$ cat config.mk
export PLATFORM = sky130hd
export DESIGN_NAME = inst_fetcher
export DESIGN_NICKNAME = d
export VERILOG_FILES = /design/src/rtl/inst_fetcher_pkg.sv /design/src/rtl/inst_fetcher_queue.sv /design/src/rtl/inst_fetcher.sv
export SDC_FILE = /design/constraint.sdc
export NUM_CORES = 1
export LEC_CHECK = 0
export CAP_MARGIN = 20
export CORE_MARGIN = 8
export CORE_UTILIZATION = 58
export CTS_BUF_LIST = sky130_fd_sc_hd__clkbuf_8
export DETAILED_ROUTE_END_ITERATION = 6
export HOLD_SLACK_MARGIN = 0.12
export PLACE_DENSITY = 0.87
export SETUP_SLACK_MARGIN = 0.15
export SLEW_MARGIN = 40
export SYNTH_ARGS = -nofsm -noshare
export SYNTH_HDL_FRONTEND = slang
export SYNTH_SLANG_ARGS = --single-unit
$ cat constraint.sdc
create_clock -name clk -period 3.8 [get_ports clk]
set_input_delay 0.57 -clock clk [delete_from_list [all_inputs] [get_ports clk]]
set_output_delay 0.57 -clock clk [all_outputs]
set_load 0.005 [all_outputs]
$ cat src/rtl/inst_fetcher_pkg.sv
// inst_fetcher_pkg: shared configuration and types for the fetch stage.
//   XLEN             - instruction / address word width (32).
//   DEFAULT_DEPTH    - default instruction-queue depth.
//   DEFAULT_RESET_PC - default fetch address after reset.
//   fetch_state_e    - memory-handshake FSM states.
//   fetch_entry_t    - one queue entry: {pc, inst}.
//   word_align()     - clears the byte-offset bits of an address.
package inst_fetcher_pkg;

  localparam int              XLEN             = 32;
  localparam int              DEFAULT_DEPTH    = 4;
  localparam logic [XLEN-1:0] DEFAULT_RESET_PC = 32'h0000_0000;

  typedef enum logic [1:0] {
    S_IDLE    = 2'd0,  // no request outstanding
    S_WAIT    = 2'd1,  // request outstanding, its data will be queued
    S_DISCARD = 2'd2   // request outstanding, its data is stale (jump seen)
  } fetch_state_e;

  typedef struct packed {
    logic [XLEN-1:0] pc;
    logic [XLEN-1:0] inst;
  } fetch_entry_t;

  function automatic logic [XLEN-1:0] word_align(input logic [XLEN-1:0] addr);
    return {addr[XLEN-1:2], 2'b00};
  endfunction

endpackage

$ cat src/rtl/inst_fetcher_queue.sv
// inst_queue: circular FIFO of {pc, inst} entries between fetch and issue.
//   clk, rst    - clock and asynchronous active-low reset.
//   push        - write push_entry at the tail.
//   pop         - drop the head entry.
//   flush       - empty the queue; overrides push and pop in the same cycle.
//   push_entry  - entry to write.
//   head_entry  - combinational read of the head (zero while empty).
//   count       - number of valid entries (0..DEPTH).
// DEPTH must be a power of two so the pointers wrap by plain overflow.
module inst_queue
  import inst_fetcher_pkg::*;
#(
  parameter int DEPTH = DEFAULT_DEPTH
) (
  input  logic                   clk,
  input  logic                   rst,
  input  logic                   push,
  input  logic                   pop,
  input  logic                   flush,
  input  fetch_entry_t           push_entry,
  output fetch_entry_t           head_entry,
  output logic [$clog2(DEPTH):0] count
);

  localparam int PTR_W = $clog2(DEPTH);
  localparam int CNT_W = PTR_W + 1;

  fetch_entry_t     storage [DEPTH];
  logic [PTR_W-1:0] head_reg;
  logic [PTR_W-1:0] tail_reg;
  logic [CNT_W-1:0] count_reg;
  logic             push_ok;
  logic             pop_ok;

  assign push_ok = push && !flush;
  assign pop_ok  = pop && !flush && (count_reg != '0);

  // Storage carries no reset; emptiness is tracked by count_reg alone.
  always_ff @(posedge clk) begin
    if (push_ok) begin
      storage[tail_reg] <= push_entry;
    end
  end

  always_ff @(posedge clk or negedge rst) begin
    if (!rst) begin
      head_reg  <= '0;
      tail_reg  <= '0;
      count_reg <= '0;
    end else if (flush) begin
      head_reg  <= '0;
      tail_reg  <= '0;
      count_reg <= '0;
    end else begin
      if (push_ok) tail_reg <= tail_reg + 1'b1;
      if (pop_ok)  head_reg <= head_reg + 1'b1;
      count_reg <= count_reg + CNT_W'(push_ok) - CNT_W'(pop_ok);
    end
  end

  // Stale storage is never shown: an empty queue presents zeros.
  assign head_entry = (count_reg != '0) ? storage[head_reg] : '0;
  assign count      = count_reg;

endmodule

$ cat src/rtl/inst_fetcher.sv
// inst_fetcher: fetch stage. Requests aligned words from memory with a
// single outstanding request, queues {pc, inst} pairs and presents the
// queue head to Issue. Redirects on jump_enable; prediction is pc+4.
//   clk, rst       - clock and asynchronous active-low reset.
//   rdy            - global ready; all state holds while low.
//   jump_enable    - redirect and flush strobe.
//   jump_pc        - redirect target (byte offset bits ignored).
//   issue_stall    - Issue cannot take the head this cycle.
//   inst_valid     - queue head valid.
//   inst_to_issue  - head instruction word.
//   pc_to_issue    - head pc.
//   mem_req        - registered fetch request.
//   mem_addr       - registered, word-aligned fetch address.
//   mem_done       - one-cycle strobe: mem_data answers the current request.
//   mem_data       - fetched word.
module inst_fetcher
  import inst_fetcher_pkg::*;
#(
  parameter int              DEPTH    = DEFAULT_DEPTH,
  parameter logic [XLEN-1:0] RESET_PC = DEFAULT_RESET_PC
) (
  input  logic            clk,
  input  logic            rst,
  input  logic            rdy,
  input  logic            jump_enable,
  input  logic [XLEN-1:0] jump_pc,
  input  logic            issue_stall,
  output logic            inst_valid,
  output logic [XLEN-1:0] inst_to_issue,
  output logic [XLEN-1:0] pc_to_issue,
  output logic            mem_req,
  output logic [XLEN-1:0] mem_addr,
  input  logic            mem_done,
  input  logic [XLEN-1:0] mem_data
);

  localparam int CNT_W = $clog2(DEPTH) + 1;

  fetch_state_e    state_reg, state_next;
  logic [XLEN-1:0] fetch_pc_reg, fetch_pc_next;
  logic [XLEN-1:0] mem_addr_reg, mem_addr_next;
  logic            mem_req_reg, mem_req_next;

  logic [CNT_W-1:0] count;
  logic [CNT_W-1:0] count_next;
  logic             push;
  logic             pop;
  logic             flush;
  logic             has_space;
  fetch_entry_t     push_entry;
  fetch_entry_t     head_entry;

  assign inst_valid = (count != '0);
  assign flush      = rdy && jump_enable;
  assign pop        = rdy && inst_valid && !issue_stall && !jump_enable;
  assign push       = rdy && !jump_enable && (state_reg == S_WAIT) && mem_done;
  assign push_entry = '{pc: fetch_pc_reg, inst: mem_data};

  // Occupancy after this cycle's push/pop. A request is only launched when
  // this leaves a free slot, so the returning word can always be queued.
  always_comb begin
    count_next = count;
    if (flush) begin
      count_next = '0;
    end else begin
      count_next = count + CNT_W'(push) - CNT_W'(pop);
    end
  end

  assign has_space = (count_next < CNT_W'(DEPTH));

  inst_queue #(
    .DEPTH (DEPTH)
  ) u_queue (
    .clk        (clk),
    .rst        (rst),
    .push       (push),
    .pop        (pop),
    .flush      (flush),
    .push_entry (push_entry),
    .head_entry (head_entry),
    .count      (count)
  );

  always_comb begin
    state_next    = state_reg;
    fetch_pc_next = fetch_pc_reg;
    mem_req_next  = mem_req_reg;
    mem_addr_next = mem_addr_reg;
    if (rdy) begin
      if (jump_enable) begin
        fetch_pc_next = word_align(jump_pc);
        case (state_reg)
          S_IDLE: state_next = S_IDLE;
          S_WAIT, S_DISCARD: begin
            // The in-flight word is stale. If it lands this very cycle the
            // request is over; otherwise keep mem_req up and drop it later.
            if (mem_done) begin
              mem_req_next = 1'b0;
              state_next   = S_IDLE;
            end else begin
              state_next = S_DISCARD;
            end
          end
          default: state_next = S_IDLE;
        endcase
      end else begin
        case (state_reg)
          S_IDLE: begin
            if (has_space) begin
              mem_req_next  = 1'b1;
              mem_addr_next = fetch_pc_reg;
              state_next    = S_WAIT;
            end
          end
          S_WAIT: begin
            if (mem_done) begin
              fetch_pc_next = fetch_pc_reg + 32'd4;
              if (has_space) begin
                // Back-to-back: next request goes out with the push.
                mem_addr_next = fetch_pc_reg + 32'd4;
              end else begin
                mem_req_next = 1'b0;
                state_next   = S_IDLE;
              end
            end
          end
          S_DISCARD: begin
            if (mem_done) begin
              mem_req_next = 1'b0;
              state_next   = S_IDLE;
            end
          end
          default: state_next = S_IDLE;
        endcase
      end
    end
  end

  always_ff @(posedge clk or negedge rst) begin
    if (!rst) begin
      state_reg    <= S_IDLE;
      fetch_pc_reg <= word_align(RESET_PC);
      mem_req_reg  <= 1'b0;
      mem_addr_reg <= '0;
    end else begin
      state_reg    <= state_next;
      fetch_pc_reg <= fetch_pc_next;
      mem_req_reg  <= mem_req_next;
      mem_addr_reg <= mem_addr_next;
    end
  end

  assign mem_req       = mem_req_reg;
  assign mem_addr      = mem_addr_reg;
  assign inst_to_issue = head_entry.inst;
  assign pc_to_issue   = head_entry.pc;

endmodule

==> results.json <==
{
  "p_per_area_mw_per_mm2": 619,
  "largest_reg_flops": 248,
  "die_area_mm2": 0.0289,
  "clkTransAtPathRegs_ns": 0.06,
  "r2r-end": "mem_addr[19]",
  "pre_cts_ws_ns": 0.404,
  "grt_pass1_vias": 8786,
  "ys_types": 59,
  "cp-end-kind": "primary output",
  "synth_edf_count": 248,
  "grtUsageTotal_pct": 22.1,
  "ys_seq_elements": 318,
  "routed_wirelength_mm": 31.9,
  "r2r_cells": 11,
  "dp_hpwl_mm": 20.6,
  "rows": 56,
  "clock_skew_ns": 0.0212,
  "postSynthAreaPerCell_um2": 15.0,
  "status": "complete, but fails checks",
  "cts_resized": 0,
  "cts_tree": "done",
  "drt_iter0_markers": 890,
  "wl_per_cell_um": 22.0,
  "yosys_warnings": 0,
  "syn2layout_area_growth_pct": 22.3,
  "p_leak_nw": 5.71,
  "crit_fanout": 23,
  "grt_pass1_wl_mm": 49.6,
  "yosysTopAreaCellShare_pct": 54.1,
  "insertion_delay_ns": 0.56,
  "num_vias": 8626,
  "drc": 1,
  "cts_hold_buffers": 1,
  "via_per_inst": 5.94,
  "synth_top_cell_by_area": "edfxtp_1",
  "slew_headroom_pct": 50.9,
  "violations": "design-rule violations",
  "antenna_found_initial": 0,
  "synth_seq_area_share_pct": 66.8,
  "gp_congestion": 0.939,
  "worst_pin_slew_ns": 0.736,
  "postCtsSetupBuffers": 0,
  "critPathLaunchType": "flip-flop",
  "critical_path_required_ns": 3.23,
  "drive_gt1_share_pct": 15.6,
  "fin_crit_sh_pct": 91.6,
  "fp.coreArea_mm2": 0.0234,
  "start_util_pct": 58.9,
  "nFillCells": 1500,
  "arrival_ns": 2.91,
  "rrSetupSlack_ns": 1.06,
  "fin_ws_ns": 0.320,
  "path_class": "reg -> out",
  "netlist_area_mm2": 0.0138,
  "post-route-util_pct": 72.0,
  "numCtsBuffers": 50,
  "hold_class": "in -> async",
  "setup_tns_ns": 0,
  "first_pass_iters": 7,
  "hold_viol": 0,
  "dieHeight_um": 170,
  "async_reset_ff_share_pct": 22.0,
  "vdd_drop_max_uv": 413,
  "slew_viol_final": 0,
  "cts.sinks": 318,
  "fp.dieW_um": 170,
  "ys.flop_type": "edfxtp_1",
  "fin_worst_hold_slack_ns": 0.484,
  "setup_viol": 0,
  "htreeDepth": 2,
  "synth_area_leaders": "edfxtp_1 54%, dfrtp_1 13%, mux4_2 10%",
  "drtAntennaViolNets": 0,
  "fmax_mhz": 287,
  "grt_max_degree": 65,
  "io_buffers": 161,
  "post-route-min-period_ns": 3.48,
  "antenna_cells": 0,
  "root_buffer": "clkbuf_8",
  "nets": 1175,
  "rr_startpoint": "u_queue.count[1]",
  "grt_overflow": 0,
  "io_pins": 168,
  "netlist_instances": 916,
  "rsz0062_at_grt": "no",
  "clockBufferDepth": 3,
  "cap_violations": 0
}
## layout by cell type (no fill, tap or decap), types with 10 or more instances in the layout
cell / n
edfxtp_1: 248
clkdlybuf4s50_1: 160
dfrtp_1: 68
nor2b_1: 64
mux4_2: 62
a21oi_1: 59
nor2_1: 57
clkbuf_8: 57
inv_1: 33
o21ai_0: 33
nand2_1: 28
nand3_1: 27
nand4_1: 22
xnor2_1: 19
xor2_1: 18
buf_4: 17
nor3_1: 13
clkinv_1: 13
ha_1: 12
buf_12: 12
a22oi_1: 10
## final cells by class
type	count	area (µm²)	share of cell area, %
multi-input combinational	511	4210	25.0
inverter	21	78.8	0.468
timing repair buffer	190	1980	11.8
sequential	318	9200	54.7
clock buffer	57	785	4.66
tap	319	399	2.37
clock inverter	37	184	1.09
## worst max-delay path, stage by stage (launching register included)
cell,delay [ns]
dfrtp_4,0.75
buf_4,0.39
mux4_2,0.54
nor2b_1,0.15
clkdlybuf4s50_1,0.51
## per-layer routing
metal,vias up,track usage (%),part of all wire [%],wire length (µm)
li1,3846,-,-,-
met1,4285,29.8,40,12800
met2,453,36.0,49,15700
met3,42,4.87,9.2,2930
met4,0,6.41,1.6,524
met5,-,0,0,0
## stage by stage
step                      instance area (µm²)  total power [mW]  std cells
after floorplan                         13800              6.05        919
after global placement                  15900              7.67       1358
after detailed placement                15900              7.77       1358
after CTS                               16800              10.5       1453
after global routing                    16800              11.0       1453
final                                   16800              10.4       1453
## cell families (layout without fill, tap and decap cells)
logic type / Yosys count / in the layout / share of synthesized area (%)
flops: 318 / 318 / 66.8
buf+inv: 90 / 305 / 2.89
other cells: 1 / 4 / 0.0272
fa+ha+maj: 13 / 13 / 1.24
compound gates: 135 / 135 / 5.90
simple gates: 254 / 254 / 10.2
xor+xnor: 38 / 38 / 2.47
mux: 67 / 67 / 10.5
## worst max-delay path by stage
| stage | start | end | slack [ns] | cells past startpoint |
|---|---|---|---|---|
| 6_report | u_queue.head_reg[0] | pc_to_issue[19] | 0.32 | 4 |
| 3_5_place_dp | jump_enable | mem_addr[30] | 0.40 | 12 |
| 3_3_place_gp | jump_enable | mem_addr[16] | 0.52 | 12 |
| 2_1_floorplan | mem_done | u_queue.storage[0][0] | 0.56 | 6 |
| 5_1_grt | u_queue.head_reg[0] | pc_to_issue[16] | 0.17 | 4 |
| 4_1_cts | u_queue.head_reg[0] | pc_to_issue[19] | 0.24 | 4 |
## where the power goes
| group | switching (mW) | internal, mW |
|---|---|---|
| Clock | 1.29 | 1.44 |
| Sequential | 0.391 | 4.09 |
| Combinational | 1.39 | 1.82 |
## cells in the mapped netlist (2+ instances only)
cell type	count
o32ai_1	2
clkbuf_2	4
edfxtp_1	248
nor3_1	14
xor2_1	18
and4_1	4
nand2b_1	3
a31o_2	2
nor4_1	7
buf_1	3
inv_1	21
o311ai_0	2
nor4_4	3
nor2b_1	64
dfrtp_1	70
buf_4	5
xnor2_1	19
a21o_1	2
nand4b_1	2
and3_1	6
o41ai_1	2
mux2i_1	4
o22ai_1	5
nand4_1	22
mux4_2	62
nand3_1	27
nor2_1	57
a32oi_1	2
a22o_1	2
nand2_1	28
a21oi_1	59
or3_1	3
o2bb2ai_1	2
or4_1	2
buf_2	29
and2_1	8
o31a_1	2
ha_1	12
a22oi_1	10
clkbuf_1	28
o21ai_0	33
No activity file was read; power rests on OpenSTA's default activity.
